===== config.mk =====
export PLATFORM = sky130hd
export DESIGN_NAME = multicycle_control
export DESIGN_NICKNAME = d
export VERILOG_FILES = /design/src/rtl/multicycle_pkg.sv /design/src/rtl/multicycle_control_timer.sv /design/src/rtl/multicycle_control.sv
export SDC_FILE = /design/constraint.sdc
export NUM_CORES = 1
export LEC_CHECK = 0
export CORE_MARGIN = 2
export CORE_UTILIZATION = 35
export DETAILED_ROUTE_END_ITERATION = 12
export PLACE_DENSITY = 0.64
export SKIP_CTS_REPAIR_TIMING = 1
export SYNTH_ARGS = -nofsm -noshare
export SYNTH_HDL_FRONTEND = slang
export SYNTH_HIERARCHICAL = 1
export SYNTH_SLANG_ARGS = --single-unit

===== constraint.sdc =====
create_clock -name clk -period 2 [get_ports clk]
set_input_delay 0.4 -clock clk [delete_from_list [all_inputs] [get_ports clk]]
set_output_delay 0.4 -clock clk [all_outputs]
set_load 0.01 [all_outputs]

===== src/rtl/multicycle_pkg.sv =====
// Shared definitions for the multi-cycle RISC-V control unit.
// Latency: n/a (types, opcodes, select codes only).
// Backpressure: n/a.
//
// Contents: instruction opcodes, the 4-bit FSM state encoding, ALU operation
// codes and the datapath mux-select codes driven by multicycle_control.

package multicycle_pkg;

   // Opcodes recognised by the decoder
   localparam logic [6:0] OP_R    = 7'h33;
   localparam logic [6:0] OP_I    = 7'h13;
   localparam logic [6:0] OP_LUI  = 7'h37;
   localparam logic [6:0] OP_B    = 7'h63;
   localparam logic [6:0] OP_LW   = 7'h03;
   localparam logic [6:0] OP_SW   = 7'h23;
   localparam logic [6:0] OP_JAL  = 7'h6F;
   localparam logic [6:0] OP_JALR = 7'h67;

   // FSM state encoding; value 11 is unused and recovers to FETCH
   typedef enum logic [3:0] {
      S_FETCH     = 4'd0,
      S_DECODE    = 4'd1,
      S_EXEC      = 4'd2,
      S_WB_ALU    = 4'd3,
      S_BRANCH    = 4'd4,
      S_ADDR      = 4'd5,
      S_MEM_RD    = 4'd6,
      S_WB_MEM    = 4'd7,
      S_MEM_WR    = 4'd8,
      S_JALR_ADDR = 4'd9,
      S_JUMP      = 4'd10,
      S_HALT      = 4'd12
   } state_t;

   // ALU operation codes
   localparam logic [2:0] ALU_R    = 3'b000;
   localparam logic [2:0] ALU_I    = 3'b001;
   localparam logic [2:0] ALU_U    = 3'b010;
   localparam logic [2:0] ALU_B    = 3'b011;
   localparam logic [2:0] ALU_ADD  = 3'b100;
   localparam logic [2:0] ALU_S    = 3'b101;
   localparam logic [2:0] ALU_J    = 3'b110;
   localparam logic [2:0] ALU_JALR = 3'b111;

   // PC source select
   localparam logic [1:0] PC_SRC_ALU    = 2'b00;
   localparam logic [1:0] PC_SRC_ALUOUT = 2'b01;

   // Register-file writeback source select
   localparam logic [1:0] WB_ALUOUT = 2'b00;
   localparam logic [1:0] WB_MDR    = 2'b01;
   localparam logic [1:0] WB_PC     = 2'b10;

   // ALU A operand select
   localparam logic [1:0] SRCA_PC    = 2'b00;
   localparam logic [1:0] SRCA_OLDPC = 2'b01;
   localparam logic [1:0] SRCA_RS1   = 2'b10;

   // ALU B operand select
   localparam logic [1:0] SRCB_RS2  = 2'b00;
   localparam logic [1:0] SRCB_FOUR = 2'b01;
   localparam logic [1:0] SRCB_IMM  = 2'b10;

   // States that hold a memory access open until Mem_Ready_i
   function automatic logic is_mem_state(input state_t s);
      return (s == S_FETCH) || (s == S_MEM_RD) || (s == S_MEM_WR);
   endfunction

endpackage


===== src/rtl/multicycle_control_timer.sv =====
// Wait-cycle counter with timeout compare for the shared memory port.
// Latency: timeout is combinational from the registered count and ready.
// Backpressure: counts while active and ready is low; clears otherwise.
//
// Ports:
//   clk, reset  - clock and synchronous active-low reset
//   active      - FSM is in a memory-access state
//   ready       - memory handshake completed this cycle
//   timeout     - MEM_TIMEOUT wait cycles already spent and still no ready
//
// The count holds the number of wait cycles already spent in the current
// access. Once it equals MEM_TIMEOUT the access gets one more chance: ready in
// that cycle succeeds, otherwise timeout fires. CNT_W must be wide enough to
// hold MEM_TIMEOUT itself.

module mc_wait_timer
   import multicycle_pkg::*;
#(
   parameter int MEM_TIMEOUT = 255,
   parameter int CNT_W       = 8
) (
   input  logic clk,
   input  logic reset,
   input  logic active,
   input  logic ready,
   output logic timeout
);

   localparam logic [CNT_W-1:0] LIMIT = CNT_W'(MEM_TIMEOUT);
   localparam logic [CNT_W-1:0] ONE   = CNT_W'(1);

   logic [CNT_W-1:0] cnt;

   assign timeout = active && !ready && (cnt == LIMIT);

   // Leaving a memory state always coincides with ready, timeout or the
   // state no longer being a memory state, so those three cover every
   // state change the count must be cleared on.
   always_ff @(posedge clk) begin
      if (!reset) begin
         cnt <= '0;
      end else if (!active || ready || timeout) begin
         cnt <= '0;
      end else begin
         cnt <= cnt + ONE;
      end
   end

endmodule


===== src/rtl/multicycle_control.sv =====
// Control FSM sequencing the shared multi-cycle RISC-V datapath.
// Latency: 3-5 cycles per instruction plus one per memory wait cycle.
// Backpressure: FETCH/MEM_RD/MEM_WR stall on Mem_Ready_i; timeout -> HALT.
//
// Ports:
//   clk, reset        - clock and synchronous active-low reset
//   OP_i              - opcode field of the instruction register
//   Mem_Ready_i       - memory access completes this cycle
//   PC_Write_o, PC_Write_Cond_o, PC_Src_o, Old_PC_Write_o - PC update control
//   IorD_o, Mem_Read_o, Mem_Write_o, IR_Write_o            - memory port control
//   Reg_Write_o, Wb_Src_o                                   - writeback control
//   ALU_Src_A_o, ALU_Src_B_o, ALU_Op_o                      - ALU control
//   Retire_o          - one-cycle pulse when an instruction completes
//   Illegal_o         - sticky: unknown opcode decoded
//   Mem_Err_o         - sticky: memory handshake timed out
//   State_o           - current FSM state
//
// Control outputs are a Moore decode of the state register; only the fetch
// writes and the store retire are qualified by Mem_Ready_i in the same cycle.

module multicycle_control
   import multicycle_pkg::*;
#(
   parameter int MEM_TIMEOUT = 255,
   parameter int CNT_W       = 8
) (
   input  logic       clk,
   input  logic       reset,
   input  logic [6:0] OP_i,
   input  logic       Mem_Ready_i,
   output logic       PC_Write_o,
   output logic       PC_Write_Cond_o,
   output logic [1:0] PC_Src_o,
   output logic       Old_PC_Write_o,
   output logic       IorD_o,
   output logic       Mem_Read_o,
   output logic       Mem_Write_o,
   output logic       IR_Write_o,
   output logic       Reg_Write_o,
   output logic [1:0] Wb_Src_o,
   output logic [1:0] ALU_Src_A_o,
   output logic [1:0] ALU_Src_B_o,
   output logic [2:0] ALU_Op_o,
   output logic       Retire_o,
   output logic       Illegal_o,
   output logic       Mem_Err_o,
   output logic [3:0] State_o
);

   state_t state;
   logic   illegal;
   logic   mem_err;
   logic   mem_active;
   logic   timeout;

   assign mem_active = is_mem_state(state);

   mc_wait_timer #(
      .MEM_TIMEOUT (MEM_TIMEOUT),
      .CNT_W       (CNT_W)
   ) u_wait_timer (
      .clk     (clk),
      .reset   (reset),
      .active  (mem_active),
      .ready   (Mem_Ready_i),
      .timeout (timeout)
   );

   // ------------------------------------------------------------------
   // State register and sticky flags
   // ------------------------------------------------------------------
   always_ff @(posedge clk) begin
      if (!reset) begin
         state   <= S_FETCH;
         illegal <= 1'b0;
         mem_err <= 1'b0;
      end else begin
         case (state)
            S_FETCH: begin
               if (Mem_Ready_i) begin
                  state <= S_DECODE;
               end else if (timeout) begin
                  state   <= S_HALT;
                  mem_err <= 1'b1;
               end
            end
            S_DECODE: begin
               case (OP_i)
                  OP_R, OP_I, OP_LUI: state <= S_EXEC;
                  OP_B:               state <= S_BRANCH;
                  OP_LW, OP_SW:       state <= S_ADDR;
                  OP_JAL:             state <= S_JUMP;
                  OP_JALR:            state <= S_JALR_ADDR;
                  default: begin
                     // PC already advanced in FETCH, so the bad word is
                     // simply skipped.
                     state   <= S_FETCH;
                     illegal <= 1'b1;
                  end
               endcase
            end
            S_EXEC:      state <= S_WB_ALU;
            S_WB_ALU:    state <= S_FETCH;
            S_BRANCH:    state <= S_FETCH;
            S_ADDR:      state <= (OP_i == OP_SW) ? S_MEM_WR : S_MEM_RD;
            S_MEM_RD: begin
               if (Mem_Ready_i) begin
                  state <= S_WB_MEM;
               end else if (timeout) begin
                  state   <= S_HALT;
                  mem_err <= 1'b1;
               end
            end
            S_WB_MEM:    state <= S_FETCH;
            S_MEM_WR: begin
               if (Mem_Ready_i) begin
                  state <= S_FETCH;
               end else if (timeout) begin
                  state   <= S_HALT;
                  mem_err <= 1'b1;
               end
            end
            S_JALR_ADDR: state <= S_JUMP;
            S_JUMP:      state <= S_FETCH;
            S_HALT:      state <= S_HALT;
            default:     state <= S_FETCH;
         endcase
      end
   end

   // ------------------------------------------------------------------
   // Output decode
   // ------------------------------------------------------------------
   always_comb begin
      PC_Write_o      = 1'b0;
      PC_Write_Cond_o = 1'b0;
      PC_Src_o        = PC_SRC_ALU;
      Old_PC_Write_o  = 1'b0;
      IorD_o          = 1'b0;
      Mem_Read_o      = 1'b0;
      Mem_Write_o     = 1'b0;
      IR_Write_o      = 1'b0;
      Reg_Write_o     = 1'b0;
      Wb_Src_o        = WB_ALUOUT;
      ALU_Src_A_o     = SRCA_PC;
      ALU_Src_B_o     = SRCB_RS2;
      ALU_Op_o        = ALU_R;
      Retire_o        = 1'b0;

      case (state)
         S_FETCH: begin
            // PC + 4 goes straight into PC while the old PC is preserved
            // for the target computation in DECODE.
            Mem_Read_o     = 1'b1;
            IorD_o         = 1'b0;
            ALU_Src_A_o    = SRCA_PC;
            ALU_Src_B_o    = SRCB_FOUR;
            ALU_Op_o       = ALU_ADD;
            PC_Src_o       = PC_SRC_ALU;
            IR_Write_o     = Mem_Ready_i;
            PC_Write_o     = Mem_Ready_i;
            Old_PC_Write_o = Mem_Ready_i;
         end
         S_DECODE: begin
            // Speculative branch/jump target OldPC + imm into ALU_Out
            ALU_Src_A_o = SRCA_OLDPC;
            ALU_Src_B_o = SRCB_IMM;
            ALU_Op_o    = ALU_ADD;
         end
         S_EXEC: begin
            ALU_Src_A_o = SRCA_RS1;
            ALU_Src_B_o = (OP_i == OP_R) ? SRCB_RS2 : SRCB_IMM;
            case (OP_i)
               OP_I:    ALU_Op_o = ALU_I;
               OP_LUI:  ALU_Op_o = ALU_U;
               default: ALU_Op_o = ALU_R;
            endcase
         end
         S_WB_ALU: begin
            Reg_Write_o = 1'b1;
            Wb_Src_o    = WB_ALUOUT;
            Retire_o    = 1'b1;
         end
         S_BRANCH: begin
            // Compare in the ALU; target was latched in DECODE
            ALU_Src_A_o     = SRCA_RS1;
            ALU_Src_B_o     = SRCB_RS2;
            ALU_Op_o        = ALU_B;
            PC_Write_Cond_o = 1'b1;
            PC_Src_o        = PC_SRC_ALUOUT;
            Retire_o        = 1'b1;
         end
         S_ADDR: begin
            ALU_Src_A_o = SRCA_RS1;
            ALU_Src_B_o = SRCB_IMM;
            ALU_Op_o    = ALU_ADD;
         end
         S_MEM_RD: begin
            IorD_o     = 1'b1;
            Mem_Read_o = 1'b1;
         end
         S_WB_MEM: begin
            Reg_Write_o = 1'b1;
            Wb_Src_o    = WB_MDR;
            Retire_o    = 1'b1;
         end
         S_MEM_WR: begin
            IorD_o      = 1'b1;
            Mem_Write_o = 1'b1;
            Retire_o    = Mem_Ready_i;
         end
         S_JALR_ADDR: begin
            ALU_Src_A_o = SRCA_RS1;
            ALU_Src_B_o = SRCB_IMM;
            ALU_Op_o    = ALU_JALR;
         end
         S_JUMP: begin
            // PC still holds old PC + 4, which is the link value
            Reg_Write_o = 1'b1;
            Wb_Src_o    = WB_PC;
            PC_Write_o  = 1'b1;
            PC_Src_o    = PC_SRC_ALUOUT;
            Retire_o    = 1'b1;
         end
         default: begin
            // HALT and unused encodings drive no enables
         end
      endcase
   end

   assign Illegal_o = illegal;
   assign Mem_Err_o = mem_err;
   assign State_o   = state;

endmodule


[Yosys cells after proc, flatten, opt, wreduce, memory -nomap -nowiden]
Index checks and enable logic that the tools add are counted.
Storage, ports and cells
  register bits: 14
  latch bits: 0
  bits in writable memories: 0
  bits in read-only memories: 0
  input port bits: 10
  output and inout port bits: 26
  word-level logic and storage cells: 74
  memories kept: 0
Cells by class
  $add $sub $neg: 1
  multipliers: 0
  div/mod/pow operators: 0
  $lt $le $gt $ge: 0
  eq/ne operators: 20
  shift operators: 0
  mux-type cells: 22
  bitwise operators: 3
  reduce and logical (&&, ||, !) cells: 24
Operator list (number)
  $pmux 4 s8: 1
  $eq 7x6->1 const B: 3
  $eq 7x7->1 const B: 3
  $mux 4: 5
  $pmux 4 s5: 1
  $eq 4x3->1 const B: 4
  $eq 4x4->1 const B: 4
  $reduce_or 3->1: 5
  $pmux 2 s2: 3
  $pmux 3 s4: 1
  $reduce_or 2->1: 5
  $add 8x1->8 const B: 1
  $eq 4x2->1 const B: 2
  $eq 8x8->1 const B: 1
  $reduce_or 4->1: 2
  $reduce_or 8->1: 1
  $eq 7x2->1 const B: 1
  $eq 7x5->1 const B: 1
  $mux 1: 7
  $pmux 2 s3: 1
  $eq 4x1->1 const B: 1
  $logic_not 4->1: 1
  $logic_or 1x1->1: 4
  $pmux 1 s2: 2
  6 further kinds: 10

[Longest topological paths before layout]
  depth after elaboration: 8
  mapped depth: 10
  mapped depth without buffers: 9

[By module]
The synthesis kept the hierarchy.
By module, submodules not included
  multicycle_control: instances 1, cells an instance 113, area each 797.0 um^2, sequential area each 120.1 um^2
  mc_wait_timer: instances 1, cells an instance 41, area each 357.8 um^2, sequential area each 160.2 um^2

[Worst setup path before layout]
No wires, ideal clock.
  kind: register -> register
  from: register state[2] (netlist: State_o[2])
  to: register state[2] (netlist: State_o[2])
  setup time: 0.088 ns
  arrival time: 1.795 ns
  data required time: 1.912 ns
  setup slack: 0.117 ns
  cell stages (with the launch flop): 10
  clock period less this slack: 1.883 ns
  path through: dfxtp_1 nor2b_4 a21oi_1 nor2_1 inv_1 nor4_1 nor2b_1 a22o_1 o211ai_1 o32ai_2
On the way
  longest elaborated chain between the ends: 8
  elaborated cells between the ends (all ways): 17
Ends and longest elaborated chain
  start, declared: line multicycle_control.sv:50  | state_t state;
  start signal, assigned: line multicycle_control.sv:105  | S_ADDR: state <= (OP_i == OP_SW) ? S_MEM_WR : S_MEM_RD;
  $eq 4x3->1 / $logic_not 4->1 (equally long branches): line multicycle_pkg.sv:67  | return (s == S_FETCH) || (s == S_MEM_RD) || (s == S_MEM_WR);
  $logic_or 1x1->1: line multicycle_pkg.sv:67
  $logic_or 1x1->1 (*): line multicycle_pkg.sv:67
  net mem_active: line multicycle_control.sv:53  | logic mem_active;
  $logic_and 1x1->1 (*) (2 in series): line multicycle_control_timer.sv:34  | assign timeout = active && !ready && (cnt == LIMIT);
  net timeout: line multicycle_control.sv:54  | logic timeout;
  $mux 4 (*)
  $mux 4 (on tied branches)
  $pmux 4 s8 (*): line multicycle_control.sv:78  | case (state)
The timed path passes the listed nets; every way through them passes the cells marked *.
A chain may end at the register's enable or synchronous reset.

[Worst setup path in the final report]
  from: input port OP_i[3]
  to: output port ALU_Op_o[0]
On the way
  longest elaborated chain between the ends: 3
  elaborated cells between the ends (all ways): 4
Ends and longest elaborated chain
  start, declared: line multicycle_control.sv:29  | input logic [6:0] OP_i,
  $eq 7x6->1 / $eq 7x5->1 (equally long branches): line multicycle_control.sv:173  | case (OP_i)
  $pmux 2 s2 (*): line multicycle_control.sv:173
  $pmux 3 s4 (*): line multicycle_control.sv:150  | case (state)
  end, declared: line multicycle_control.sv:43  | output logic [2:0] ALU_Op_o,
Mark *: on every way between the ends. The rest lies on a longest branch, timed or not.

==> reports/metrics.cfg <==
[route]
antenna_left = 0
routed_via_density = 5.10
drt_first_pass_iters = 5
wirelength_mm = 3.43
drc_errors = 0
dr.first_iter.drc_count = 47
vias = 1346
wl_per_cell_um = 13.0

[clock_tree]
cts_inserted_buffers = 3
cts.clk_slew.worst_paths_ns = 0.07
numClockSinks = 14
htreeDepth = 1
insertion_delay_ns = 0.28
cts_root_buf = clkbuf_4
cts_tree = done
cts.path.max_buffers = 2

[critical_path]
r2r_end = State_o[3]
critPathMaxFanout = 3
endpoint = ALU_Op_o[0]
slowest_delay_ns = 0.26
cp.required_ns = 1.60
r2r_start = State_o[2]
path_depth = 7
arrival_ns = 1.61
reg2reg_depth = 10
crit_chain = buf_6, nand4b_1, nor3_2, buf_4, a21oi_2, o31ai_1, buf_2
cpLargestDelayFamily = simple AND/OR/NAND/NOR gates
end_kind = primary output
start_kind = primary input
ff2ff_setup_slack_ns = 0.17
slowest_stage = o31ai_1
startpoint = OP_i[3]
path_buf_inv = 3
critPathKind = in2out

[timing]
fin_worst_skew_ns = 0.00251
hold_slack_ns = 0.471
hold_violations = 0
drv_slew = 0
period_share = 1.00
setup_ws_ns = -0.00620
final-setup-viol-count = 1
rsz0062_at_grt = true
fmax_ghz = 0.498
min_period_ns = 2.01

[place]
place_inst = 256
place.port_buffers = 34
dp_slack_ns = -0.675
dp_hpwl_mm = 2.67
gp_congestion = 0.849

[power]
peakVddDrop_uv = 258
p_leak_nw = 1.00
p_per_area_nw_per_um2 = 326
total_power_uw = 637

[layout]
final_common_cell = buf_4
finalNonFillerCells = 264
fillers = 294
layout_common_cells = buf_4, dlymetal6s2s_1, nor2_1
fin_nets = 232
n_antenna_cell = 0
area_delta_synth_final_pct = 69.0
multi_input_area_um2 = 848
seqCellArea_um2 = 290
drive_gt1_frac = 0.332

[global_routing]
grt_pass1_wl_mm = 5.15
grt.total_usage = 0.178
grt_max_degree = 12
antenna_found_initial = 0
grt_pass1_vias = 1240
overflow = 0

[synthesis]
synth.avg_cell_area_um2 = 7.50
syn_inst = 154
ys.flop_type = dfxtp_1
syn_nets = 165
ys_warn_count = 6
synth_edf_count = 0
yosys.area.top_type_share = 0.243
synth_area_leaders = dfxtp_1, a21oi_1, nor2_1, nand2_1, o21ai_0
yosysSeqAreaShare = 0.243
synth_area_leader_cell = dfxtp_1
synth_area_um2 = 1150
synth-seq-cells = 14
synthArstFlopShare = 0
synth.distinct_cells = 53

[die]
die_w_um = 61.4
ios = 36
dieArea_um2 = 3770
start_util = 0.372
die_h_um = 61.4
core-area_um2 = 3100
rows = 20

[run]
maxCapViolCount = 0

[hold_path]
hold_path_class = reg2reg

[status]
status = finished with violations
violations = negative setup slack

[state kept, by name, indices dropped and copies added (netlist names)]
signal	count
State_o	4
Illegal_o	1
Mem_Err_o	1
u_wait_timer/cnt	8
[power by group]
group	switching, mW	internal (mW)	leakage (nW)
clock network	0.0856	0.111	0.0210
registers	0.00724	0.281	0.116
logic	0.0672	0.0847	0.864
total	0.160	0.477	1.00
[cell families after synthesis]
kind of cell	count (synthesis)	share of synthesized area
adder cells (fa/ha/maj)	2	0.0195
XOR/XNOR	4	0.0303
AO/OA/AOI/OAI	43	0.258
flip-flops	14	0.243
buffers and inverters	18	0.0780
AND/OR/NAND/NOR	72	0.368
other	1	0.00325
[how the worst min path moves through the flow]
stage                         from                   to  slack, ns  depth (start not counted)
4_1_cts                  Illegal_o            Illegal_o       0.48                          1
3_5_place_dp             Illegal_o            Illegal_o       0.46                          1
3_3_place_gp             Illegal_o            Illegal_o       0.45                          1
5_1_grt                  Illegal_o            Illegal_o       0.51                          1
2_1_floorplan  u_wait_timer/cnt[0]  u_wait_timer/cnt[0]       0.44                          1
6_report                 Illegal_o            Illegal_o       0.47                          1
[routing by layer]
metal,global-route usage,up-vias,wire (µm)
li1,-,687,-
met1,0.204,626,1430
met2,0.342,27,1850
met3,0.0147,6,122
met4,0.0638,0,31
met5,0,-,0
[per-stage QoR]
step,TNS (ns),cell area [µm²],util
floorplan,0,1150,-
global placement,-1.91,1760,0.567
detailed placement,-2.30,1760,0.567
CTS,-5.83,1800,0.579
global route,-0.170,1950,0.629
finish,-0.00620,1950,0.629
[area by class of cell]
class | instances | share of cell area
multi-input cells | 122 | 0.435
clock buffers | 4 | 0.0186
well taps | 44 | 0.0282
flip-flops and latches | 14 | 0.149
inverters | 8 | 0.0160
repair buffers | 72 | 0.354
[Yosys cell counts, drive strengths merged, types with 2 or more instances]
master,n
xnor2,3
nor3b,4
nor3,3
dfxtp,14
nor2b,6
o21ai,8
nand2b,5
o21bai,3
a31oi,3
o211ai,2
buf,9
nand3,7
nor4,4
nand4,2
o21a,3
nand2,11
nor2,16
nand4b,3
a21oi,12
or2,2
o31ai,2
inv,7
o32ai,2
or3,3
(Power assumes the default switching activity.)
